$ cat src/rtl/hart_arb_pkg.sv
// Shared definitions for the cluster hart arbiters: FSM encoding, mode
// constants and the round-robin next-requester search.
package hart_arb_pkg;

    localparam int MAX_HARTS = 16;

    typedef enum logic [1:0] {
        S_IDLE   = 2'd0,
        S_ACTIVE = 2'd1,
        S_SWITCH = 2'd2
    } arb_state_e;

    localparam logic MODE_FIXED = 1'b0;
    localparam logic MODE_RR    = 1'b1;

    // Returns {found, index}: first requester after 'last', wrapping modulo n.
    function automatic logic [4:0] rr_search(input logic [MAX_HARTS-1:0] req,
                                             input logic [3:0] last,
                                             input int unsigned n);
        logic [4:0] res;
        logic [3:0] idx;
        res = 5'd0;
        for (int unsigned k = 1; k <= MAX_HARTS; k++) begin
            idx = 4'((32'(last) + k) % n);
            if (k <= n && !res[4] && req[idx]) begin
                res = {1'b1, idx};
            end
        end
        return res;
    endfunction

endpackage

$ cat src/rtl/rr_pick.sv
// Combinational round-robin picker: request vector plus last-winner pointer
// to one-hot winner and binary index.
module rr_pick
    import hart_arb_pkg::*;
#(
    parameter int N  = 2,
    parameter int IW = 1
) (
    input  logic [N-1:0]  req,
    input  logic [IW-1:0] last,
    output logic [N-1:0]  onehot,
    output logic [IW-1:0] idx,
    output logic          valid
);

    logic [4:0] res_s;

    // Scan from last+1 with wrap; a pointer of N-1 yields plain lowest-index priority.
    always_comb begin
        res_s  = rr_search(MAX_HARTS'(req), 4'(last), N);
        valid  = res_s[4];
        idx    = IW'(res_s[3:0]);
        if (res_s[4]) begin
            onehot = N'(1) << idx;
        end else begin
            onehot = '0;
        end
    end

endmodule

$ cat src/rtl/hart_mem_arbiter.sv
// Shared memory port arbiter for N_HARTS harts with quantum-limited grants.
// Optional macro ARB_LOCK_EN adds w_lock to pin the grant during atomic sequences.
module hart_mem_arbiter
    import hart_arb_pkg::*;
#(
    parameter int N_HARTS = 2,
    parameter int ADDR_W  = 32,
    parameter int DATA_W  = 32,
    parameter int CTRL_W  = 3,
    parameter int QUANTUM = 4,
    localparam int SEL_W  = (N_HARTS > 1) ? $clog2(N_HARTS) : 1,
    localparam int CNT_W  = $clog2(QUANTUM + 1)
) (
    input  logic                       CLK,
    input  logic                       RST,
    input  logic [N_HARTS-1:0]         w_req,
    input  logic [N_HARTS*ADDR_W-1:0]  w_addr,
    input  logic [N_HARTS*DATA_W-1:0]  w_wdata,
    input  logic [N_HARTS*CTRL_W-1:0]  w_ctrl,
    input  logic [N_HARTS-1:0]         w_we,
`ifdef ARB_LOCK_EN
    input  logic [N_HARTS-1:0]         w_lock,
`endif
    input  logic                       w_mode_rr,
    input  logic                       w_hold,
    input  logic                       w_mem_busy,
    input  logic                       w_mem_done,
    output logic [N_HARTS-1:0]         r_grant,
    output logic [SEL_W-1:0]           r_sel,
    output logic                       w_sel_valid,
    output logic [ADDR_W-1:0]          w_out_addr,
    output logic [DATA_W-1:0]          w_out_wdata,
    output logic [CTRL_W-1:0]          w_out_ctrl,
    output logic                       w_out_we,
    output logic [N_HARTS-1:0]         w_hart_busy
);

    localparam logic [CNT_W-1:0] Q_MAX = CNT_W'(QUANTUM);

    arb_state_e          state_r, state_nx_s;
    logic [SEL_W-1:0]    last_r, last_nx_s, sel_nx_s, ptr_s, pick_idx_s;
    logic [N_HARTS-1:0]  grant_nx_s, pick_onehot_s;
    logic [CNT_W-1:0]    cnt_r, cnt_nx_s, cnt_inc_s;
    logic                pick_valid_s, own_req_s, others_s, locked_s, stay_s;

`ifdef ARB_LOCK_EN
    assign locked_s = w_lock[r_sel];
`else
    assign locked_s = 1'b0;
`endif

    assign ptr_s     = (w_mode_rr == MODE_RR) ? last_r : SEL_W'(N_HARTS - 1);
    assign own_req_s = w_req[r_sel];
    assign others_s  = |(w_req & ~r_grant);
    assign cnt_inc_s = (cnt_r >= Q_MAX) ? Q_MAX : cnt_r + CNT_W'(1);

    rr_pick #(.N(N_HARTS), .IW(SEL_W)) u_pick (
        .req    (w_req),
        .last   (ptr_s),
        .onehot (pick_onehot_s),
        .idx    (pick_idx_s),
        .valid  (pick_valid_s)
    );

    // State and grant registers; reset drops any grant without waiting for done.
    always_ff @(posedge CLK) begin
        if (RST) begin
            state_r <= S_IDLE;
            r_grant <= '0;
            r_sel   <= '0;
            last_r  <= SEL_W'(N_HARTS - 1);
            cnt_r   <= '0;
        end else begin
            state_r <= state_nx_s;
            r_grant <= grant_nx_s;
            r_sel   <= sel_nx_s;
            last_r  <= last_nx_s;
            cnt_r   <= cnt_nx_s;
        end
    end

    // Next-state: arbitration in idle/bubble, continuation rules on each done.
    always_comb begin
        state_nx_s = state_r;
        grant_nx_s = r_grant;
        sel_nx_s   = r_sel;
        last_nx_s  = last_r;
        cnt_nx_s   = cnt_r;
        stay_s     = 1'b1;
        case (state_r)
            S_IDLE, S_SWITCH: begin
                grant_nx_s = '0;
                if (!w_hold && pick_valid_s) begin
                    state_nx_s = S_ACTIVE;
                    grant_nx_s = pick_onehot_s;
                    sel_nx_s   = pick_idx_s;
                    last_nx_s  = pick_idx_s;
                    cnt_nx_s   = '0;
                end else if (state_r == S_SWITCH && w_hold) begin
                    state_nx_s = S_SWITCH;
                end else begin
                    state_nx_s = S_IDLE;
                end
            end
            S_ACTIVE: begin
                if (w_mem_done) begin
                    cnt_nx_s = cnt_inc_s;
                    if (locked_s) begin
                        stay_s = 1'b1;
                    end else if (!own_req_s) begin
                        stay_s = 1'b0;
                    end else if (w_mode_rr == MODE_FIXED) begin
                        stay_s = 1'b1;
                    end else if (cnt_inc_s < Q_MAX) begin
                        stay_s = 1'b1;
                    end else if (!others_s) begin
                        // Quantum expired but nobody else wants the port: restart, no bubble.
                        stay_s   = 1'b1;
                        cnt_nx_s = '0;
                    end else begin
                        stay_s = 1'b0;
                    end
                    if (!stay_s && !w_hold) begin
                        state_nx_s = S_SWITCH;
                        grant_nx_s = '0;
                        cnt_nx_s   = '0;
                    end else begin
                        state_nx_s = S_ACTIVE;
                    end
                end else begin
                    state_nx_s = S_ACTIVE;
                end
            end
            default: begin
                state_nx_s = S_IDLE;
                grant_nx_s = '0;
            end
        endcase
    end

    // Output mux from the registered selection, zeroed when nothing is granted.
    always_comb begin
        w_sel_valid = |r_grant;
        w_hart_busy = ~r_grant | (r_grant & {N_HARTS{w_mem_busy}});
        if (w_sel_valid) begin
            w_out_addr  = w_addr[int'(r_sel)*ADDR_W +: ADDR_W];
            w_out_wdata = w_wdata[int'(r_sel)*DATA_W +: DATA_W];
            w_out_ctrl  = w_ctrl[int'(r_sel)*CTRL_W +: CTRL_W];
            w_out_we    = w_we[r_sel];
        end else begin
            w_out_addr  = '0;
            w_out_wdata = '0;
            w_out_ctrl  = '0;
            w_out_we    = 1'b0;
        end
    end

endmodule

$ cat config.mk
export PLATFORM = sky130hd
export DESIGN_NAME = hart_mem_arbiter
export DESIGN_NICKNAME = d
export VERILOG_FILES = /design/src/rtl/hart_arb_pkg.sv /design/src/rtl/rr_pick.sv /design/src/rtl/hart_mem_arbiter.sv
export SDC_FILE = /design/constraint.sdc
export NUM_CORES = 1
export LEC_CHECK = 0
export CAP_MARGIN = 20
export CORE_AREA = 2 2 85 87
export CTS_CLUSTER_DIAMETER = 100
export CTS_CLUSTER_SIZE = 20
export DETAILED_ROUTE_END_ITERATION = 8
export DIE_AREA = 0 0 87 89
export MAX_ROUTING_LAYER = met4
export PLACE_DENSITY_LB_ADDON = 0.25
export SLEW_MARGIN = 30
export SYNTH_ARGS = -nofsm -noshare
export SYNTH_HDL_FRONTEND = slang
export SYNTH_SLANG_ARGS = --single-unit
$ cat constraint.sdc
create_clock -name CLK -period 1.7 [get_ports CLK]
set_input_delay 0.34 -clock CLK [delete_from_list [all_inputs] [get_ports CLK]]
set_output_delay 0.34 -clock CLK [all_outputs]
set_load 0.01 [all_outputs]
==> results.toml, run 1 <==
[run_status]
outcome = "finished with violations"
violations = "negative setup slack"

[drt]
drc = 0
wl_met2_um = 4700
via_per_inst = 4.45
drt-met1-wl_um = 3180
routed.top_layer = "met4"
drt_first_pass_iters = 4
antenna_left = 0
wl_per_cell_um = 16.0
wl_um = 8490
drt-initial-drc-count = 22
vias = 2367
met3_length_um = 578

[placement]
dp_hpwl_um = 6650
pre_cts_ws_ns = -0.189
portBuffers = 217
dpl-instance-area_sq_um = 3910
gp_congestion = 0.793

[cts]
cts-root-buf = "clkbuf_8"
clk_pin_slew_worst_paths_ns = 0.05
clkLatencyLatePin_ns = 0.23
hold_buffers = 0
clockBufferDepth = 2
cts.sink_count = 9
cts_made_buffers = 3
h-tree-depth = 1
tritoncts = "yes"

[worst_setup_path]
critPathRequiredTime_ns = 1.36
rrSetupSlack_ns = 0.04
crit_arrival_ns = 1.51
criticalPathCategory = "flip-flop to output port"
start_kind = "flip-flop"
r2r_cells = 6
path_max_fanout = 7
crit_path_end_kind = "output port"

[global_route]
grt_pass1_vias = 2179
overflow = 0
grt_pass1_wl_um = 11500
grt_max_degree = 23
antenna_found_initial = 0
track_usage = 0.192

[timing]
report.final.slew_viol_count = 0
final_hold_viol_count = 0
setup_tns_ns = -0.799
setup_viol = 15
final.setup.worst_slack_ns = -0.154
whs_ns = 0.492
max_slew.worst_pin.slew_ns = 0.296
fin_crit_ns = 1.85
slew_headroom = 0.801
rsz0062_at_grt = "yes"
finClkSkew_ns = 0.00515
fmax_mhz = 540
finalCritPeriodShare = 1.09

[synth]
syn-num-nets = 357
synthesis.area_sq_um = 1510
synth_commonest_cells = "nor2_1 (73), mux2i_1 (69), dfxtp_1 (9)"
synth-compound-area-share = 0.0723
synth_fa_ha_area_frac = 0.0166
synth_cells = 211
synth.area.top_cells = "mux2i_1 (46%), nor2_1 (18%), dfxtp_1 (12%)"
ys_types = 30
async_flop_share = 0
yosysMostFrequentCell = "nor2_1"
synthXorXnorAreaFrac = 0
synth_edf_count = 0
synthMuxAreaShare = 0.466
synth_top_family_by_area = "multiplexers"
yosys.area_share.simple = 0.264
yosysWarnings = 0
synth_top_cell_area_share = 0.459
seq_area_frac_synth = 0.120
synth-seq-cells = 9
synth_ff_type = "dfxtp_1"
syn_avg_cell_area_sq_um = 7.13
yosysTopAreaCell = "mux2i_1"

[floorplanning]
coreArea_sq_um = 6720
die_area_sq_um = 7740
die_x_um = 87
rows = 30
die-height_um = 89
initial_core_util = 0.224
ios = 218

[final_layout]
antenna_cells = 0
final_area_sq_um = 4030
regArea_sq_um = 186
syn_to_final_growth_pct = 168
fillers = 621
multi_input_area_sq_um = 1300
drive_gt1_frac = 0.210
fin_nets = 599

[power]
total_power_mw = 1.47
power_density_nw_per_um2 = 364
ir_drop_uv = 404
p_leak_nw = 1.84

[min_path]
hp-class = "flip-flop to flip-flop"
hold_path_depth = 1

[run]
maxCapViolations = 0
==> where the power goes <==
group	leakage [nW]	switching, mW	internal (mW)
clock	0.0228	0.0805	0.163
combinational	1.75	0.364	0.626
sequential	0.0750	0.0130	0.223
total	1.84	0.458	1.01
==> stage by stage <==
step           utilization  cells
2_1_floorplan            -    211
3_3_place_gp         0.581    513
3_5_place_dp         0.581    513
4_1_cts              0.599    528
5_1_grt              0.600    532
6_report             0.600    532
==> area by class of cell <==
type | instances | share of cell area
timing repair buffer | 252 | 0.590
tap | 80 | 0.0248
clock buffer | 4 | 0.0112
inverter | 6 | 0.00559
multi-input combinational | 181 | 0.322
sequential | 9 | 0.0462
==> repair_timing <==
item | CTS | global route
buffers inserted | 8 | 6
gates resized for setup | 145 | 71
endpoints found under the hold margin | 0 | 0
pin swaps | 0 | 3
gates cloned | 3 | 1
endpoints found under the setup margin | 75 | 72
==> path summary, 6_finish.rpt <==
| check | from | to |
|---|---|---|
| hold / removal | cnt_r[1] | cnt_r[1] |
| hold reg to reg | cnt_r[1] | cnt_r[1] |
| setup / recovery | r_sel | w_out_addr[5] |
| setup reg to reg | r_sel | r_grant[0] |
==> kinds of logic after synthesis <==
| group | count (synthesis) |
|---|---|
| buf+inv | 21 |
| simple gates | 94 |
| compound gates | 15 |
| fa+ha+maj | 2 |
| mux | 70 |
| flops | 9 |
==> flip-flops by register name, indices dropped and copies added (netlist names) <==
register	count
cnt_r	3
last_r	1
r_grant	2
r_sel	1
state_r	2
==> routing by layer <==
layer / vias up / track usage
met5: - / -
met4: 0 / 0.0185
met3: 4 / 0.0397
met2: 90 / 0.364
met1: 1071 / 0.213
li1: 1202 / -
==> layout by cell type, fill, tap and decap left out, types with 2 or more instances in the layout <==
cell type / Yosys / routed
clkdlybuf4s50_1: 0 / 145
nor2_1: 73 / 72
mux2i_1: 69 / 65
buf_2: 8 / 25
dlygate4sd2_1: 0 / 18
clkbuf_2: 0 / 18
buf_4: 1 / 16
buf_6: 0 / 11
dlymetal6s2s_1: 0 / 9
inv_1: 6 / 6
dfxtp_1: 9 / 6
nand2b_1: 4 / 4
a21oi_1: 4 / 4
o21ai_0: 3 / 3
nor2b_1: 3 / 3
nand2_1: 4 / 3
nor3_1: 3 / 3
clkbuf_8: 0 / 3
buf_12: 0 / 3
mux2i_2: 0 / 2
mux2i_4: 0 / 2
a22o_1: 2 / 2
ha_1: 2 / 2
clkdlybuf4s15_2: 0 / 2
buf_8: 0 / 2
dfxtp_2: 0 / 2
==> worst max-delay path, cell delays in order, from the launching register on <==
cell	delay (ns)
dfxtp_4	0.39
buf_4	0.17
mux2i_1	0.19
nor2_1	0.05
clkdlybuf4s50_1	0.48
Note: power is estimated with default switching activity, not from simulation.
==> run 2, diff against run 1 <==
--- a/config.mk
+++ b/config.mk
@@ -16,4 +16,5 @@
 export SLEW_MARGIN = 30
 export SYNTH_ARGS = -nofsm -noshare
 export SYNTH_HDL_FRONTEND = slang
+export SYNTH_HIERARCHICAL = 1
 export SYNTH_SLANG_ARGS = --single-unit
==> run 2 against run 1 <==
Compared with the run above:
- the run still ends with negative setup slack left
- synthesized cell count is 3.8% higher
- sequential share of layout area is 0.29 points lower
- power is 1.6% lower
- area after synthesis is 4.6% higher
- combinational power is 2.3% lower
- largest power group unchanged
==> results.toml, run 2 <==
[power]
total_power_mw = 1.45
power_density_nw_per_um2 = 336
ir_drop_uv = 169
p_leak_nw = 1.84

[cts]
hold_buffers = 0
clk_pin_slew_worst_paths_ns = 0.04
clkLatencyLatePin_ns = 0.23
tritoncts = "yes"
clockBufferDepth = 2
cts-root-buf = "clkbuf_8"
h-tree-depth = 1
cts_made_buffers = 3
cts.sink_count = 9

[worst_setup_path]
critPathRequiredTime_ns = 1.80
start_kind = "flip-flop"
path_cells = "buf_12, buf_12, buf_6, mux2_4, a21o_4, buf_6, o211ai_1, a31oi_1"
crit_arrival_ns = 1.87
max_stage_delay_ns = 0.36
crit_path_end_kind = "flip-flop"
path_buf_inv = 4
cpLargestDelayFamily = "compound AO/OA/AOI/OAI gates"
critical-path-slowest-cell = "dfxtp_4"
path_max_fanout = 4
criticalPathCategory = "flip-flop to flip-flop"

[synth]
yosysTopAreaCell = "mux2i_1"
synth_commonest_cells = "nor2_1 (72), mux2i_1 (68), dfxtp_1 (9)"
ys_types = 31
synth_ff_type = "dfxtp_1"
yosysMostFrequentCell = "nor2_1"
async_flop_share = 0
synth_cells = 219
synth_top_cell_area_share = 0.432
synth_edf_count = 0
syn_avg_cell_area_sq_um = 7.19
synth-seq-cells = 9
synth.area.top_cells = "mux2i_1 (43%), nor2_1 (17%), dfxtp_1 (11%)"
syn-num-nets = 365
synthesis.area_sq_um = 1570
seq_area_frac_synth = 0.114
yosysWarnings = 6

[drt]
wl_um = 9620
drt_first_pass_iters = 4
wl_per_cell_um = 17.3
via_per_inst = 4.77
drt-initial-drc-count = 68
vias = 2654
antenna_left = 0
drc = 0

[global_route]
track_usage = 0.232
grt_pass1_wl_um = 13300
antenna_found_initial = 0
grt_pass1_vias = 2620
grt_max_degree = 21
overflow = 0

[placement]
gp_congestion = 0.820
dpl.cell_count = 517
portBuffers = 217
dp_hpwl_um = 7220
dpl-instance-area_sq_um = 3970

[timing]
rsz0062_at_grt = "yes"
finClkSkew_ns = 0.00328
finalCritPeriodShare = 1.04
setup_viol = 24
final.setup.worst_slack_ns = -0.0728
report.final.slew_viol_count = 0
setup_tns_ns = -0.736
final_hold_viol_count = 0
fmax_mhz = 564
slew_headroom = 0.687
max_slew.worst_pin.slew_ns = 0.468
fin_crit_ns = 1.77

[floorplanning]
die_x_um = 87
coreArea_sq_um = 6720
die_area_sq_um = 7740
rows = 30
initial_core_util = 0.234
die-height_um = 89
ios = 218

[final_layout]
drive_gt1_frac = 0.292
stdcell_count = 556
regArea_sq_um = 186
multi_input_area_sq_um = 1360
largest_reg_flops = 3
fillers = 584
largest-register = "cnt_r"
fin_nets = 623
reg_top3 = "cnt_r (3), r_grant (2), state_r (2)"
layout_commonest_cell = "clkdlybuf4s50_1"
layout_common_cells = "clkdlybuf4s50_1 (145), nor2_1 (71), buf_2 (65), mux2i_1 (63), buf_4 (18)"
final_area_sq_um = 4300
antenna_cells = 0
syn_to_final_growth_pct = 173

[run_status]
violations = "negative setup slack"
outcome = "finished with violations"

[min_path]
hp-class = "flip-flop to flip-flop"

[run]
maxCapViolations = 0
==> run 2: cell types whose count changed in the layout (fill, tap and decap cells not counted), moves of 3 or more <==
cell	change
buf_12	+8
buf_16	+4
buf_2	+40
nand2_1	+4
nor3_1	-3
mux2i_2	+3
o211ai_1	+3
clkbuf_2	-16
a21boi_1	+3
dlygate4sd2_1	-15
nand3b_1	+6
dlymetal6s2s_1	-9
==> run 2: path summary, 6_finish.rpt <==
path | depth (start not counted) | to | slack, ns | start
min reg2reg | 2 | last_r | 0.45 | last_r
min | 2 | last_r | 0.45 | last_r
max reg2reg | 8 | cnt_r[2] | -0.07 | r_sel
max | 8 | cnt_r[2] | -0.07 | r_sel
==> run 2: per-layer routing <==
metal / GRT usage / vias up / share of wire
met4: 0.0611 / 0 / 0.029
met5: - / - / 0
met3: 0.0508 / 19 / 0.078
met2: 0.448 / 158 / 0.54
li1: - / 1272 / -
met1: 0.235 / 1205 / 0.35
==> run 2: worst reg2reg max path: cells and delay by family, from the launching register on <==
family          cells  cell delay, ns
flops               1            0.36
compound gates      3            0.50
buf+inv             4            0.47
mux                 1            0.31
==> run 2: final cells by class <==
| class | count | area share |
|---|---|---|
| clock buffer | 4 | 0.0105 |
| inverter | 4 | 0.00349 |
| multi-input combinational | 190 | 0.316 |
| sequential | 9 | 0.0433 |
| tap | 80 | 0.0233 |
| timing repair buffer | 269 | 0.604 |
==> run 2: logic make-up after synthesis <==
group / Yosys count / share of synthesized area
mux: 69 / 0.442
flops: 9 / 0.114
buf+inv: 20 / 0.0604
simple gates: 98 / 0.276
fa+ha+maj: 2 / 0.0159
compound gates: 21 / 0.0914
==> run 2: stage by stage <==
stage | setup slack (ns) | hold WS, ns | utilization
after floorplan | 0.123 | 0.428 | -
after global placement | -0.240 | 0.444 | 0.591
after detailed placement | -0.292 | 0.445 | 0.591
after CTS | -0.124 | 0.457 | 0.630
after global routing | -0.139 | 0.511 | 0.640
final | -0.0728 | 0.449 | 0.640
==> run 2: what timing repair did <==
| item | CTS | global route |
|---|---|---|
| buffers inserted | 22 | 6 |
| cloned | 8 | 1 |
| endpoints found under the hold margin | 0 | 0 |
| resized for setup | 289 | 28 |
| setup endpoints to repair | 75 | 69 |
| pin swaps | 9 | 17 |
==> run 2: report_power, final <==
| part | switching (mW) | internal (mW) | total (mW) |
|---|---|---|---|
| clock network | 0.0823 | 0.163 | 0.246 |
| logic | 0.341 | 0.626 | 0.967 |
| registers | 0.0117 | 0.222 | 0.233 |
| total | 0.435 | 1.01 | 1.45 |
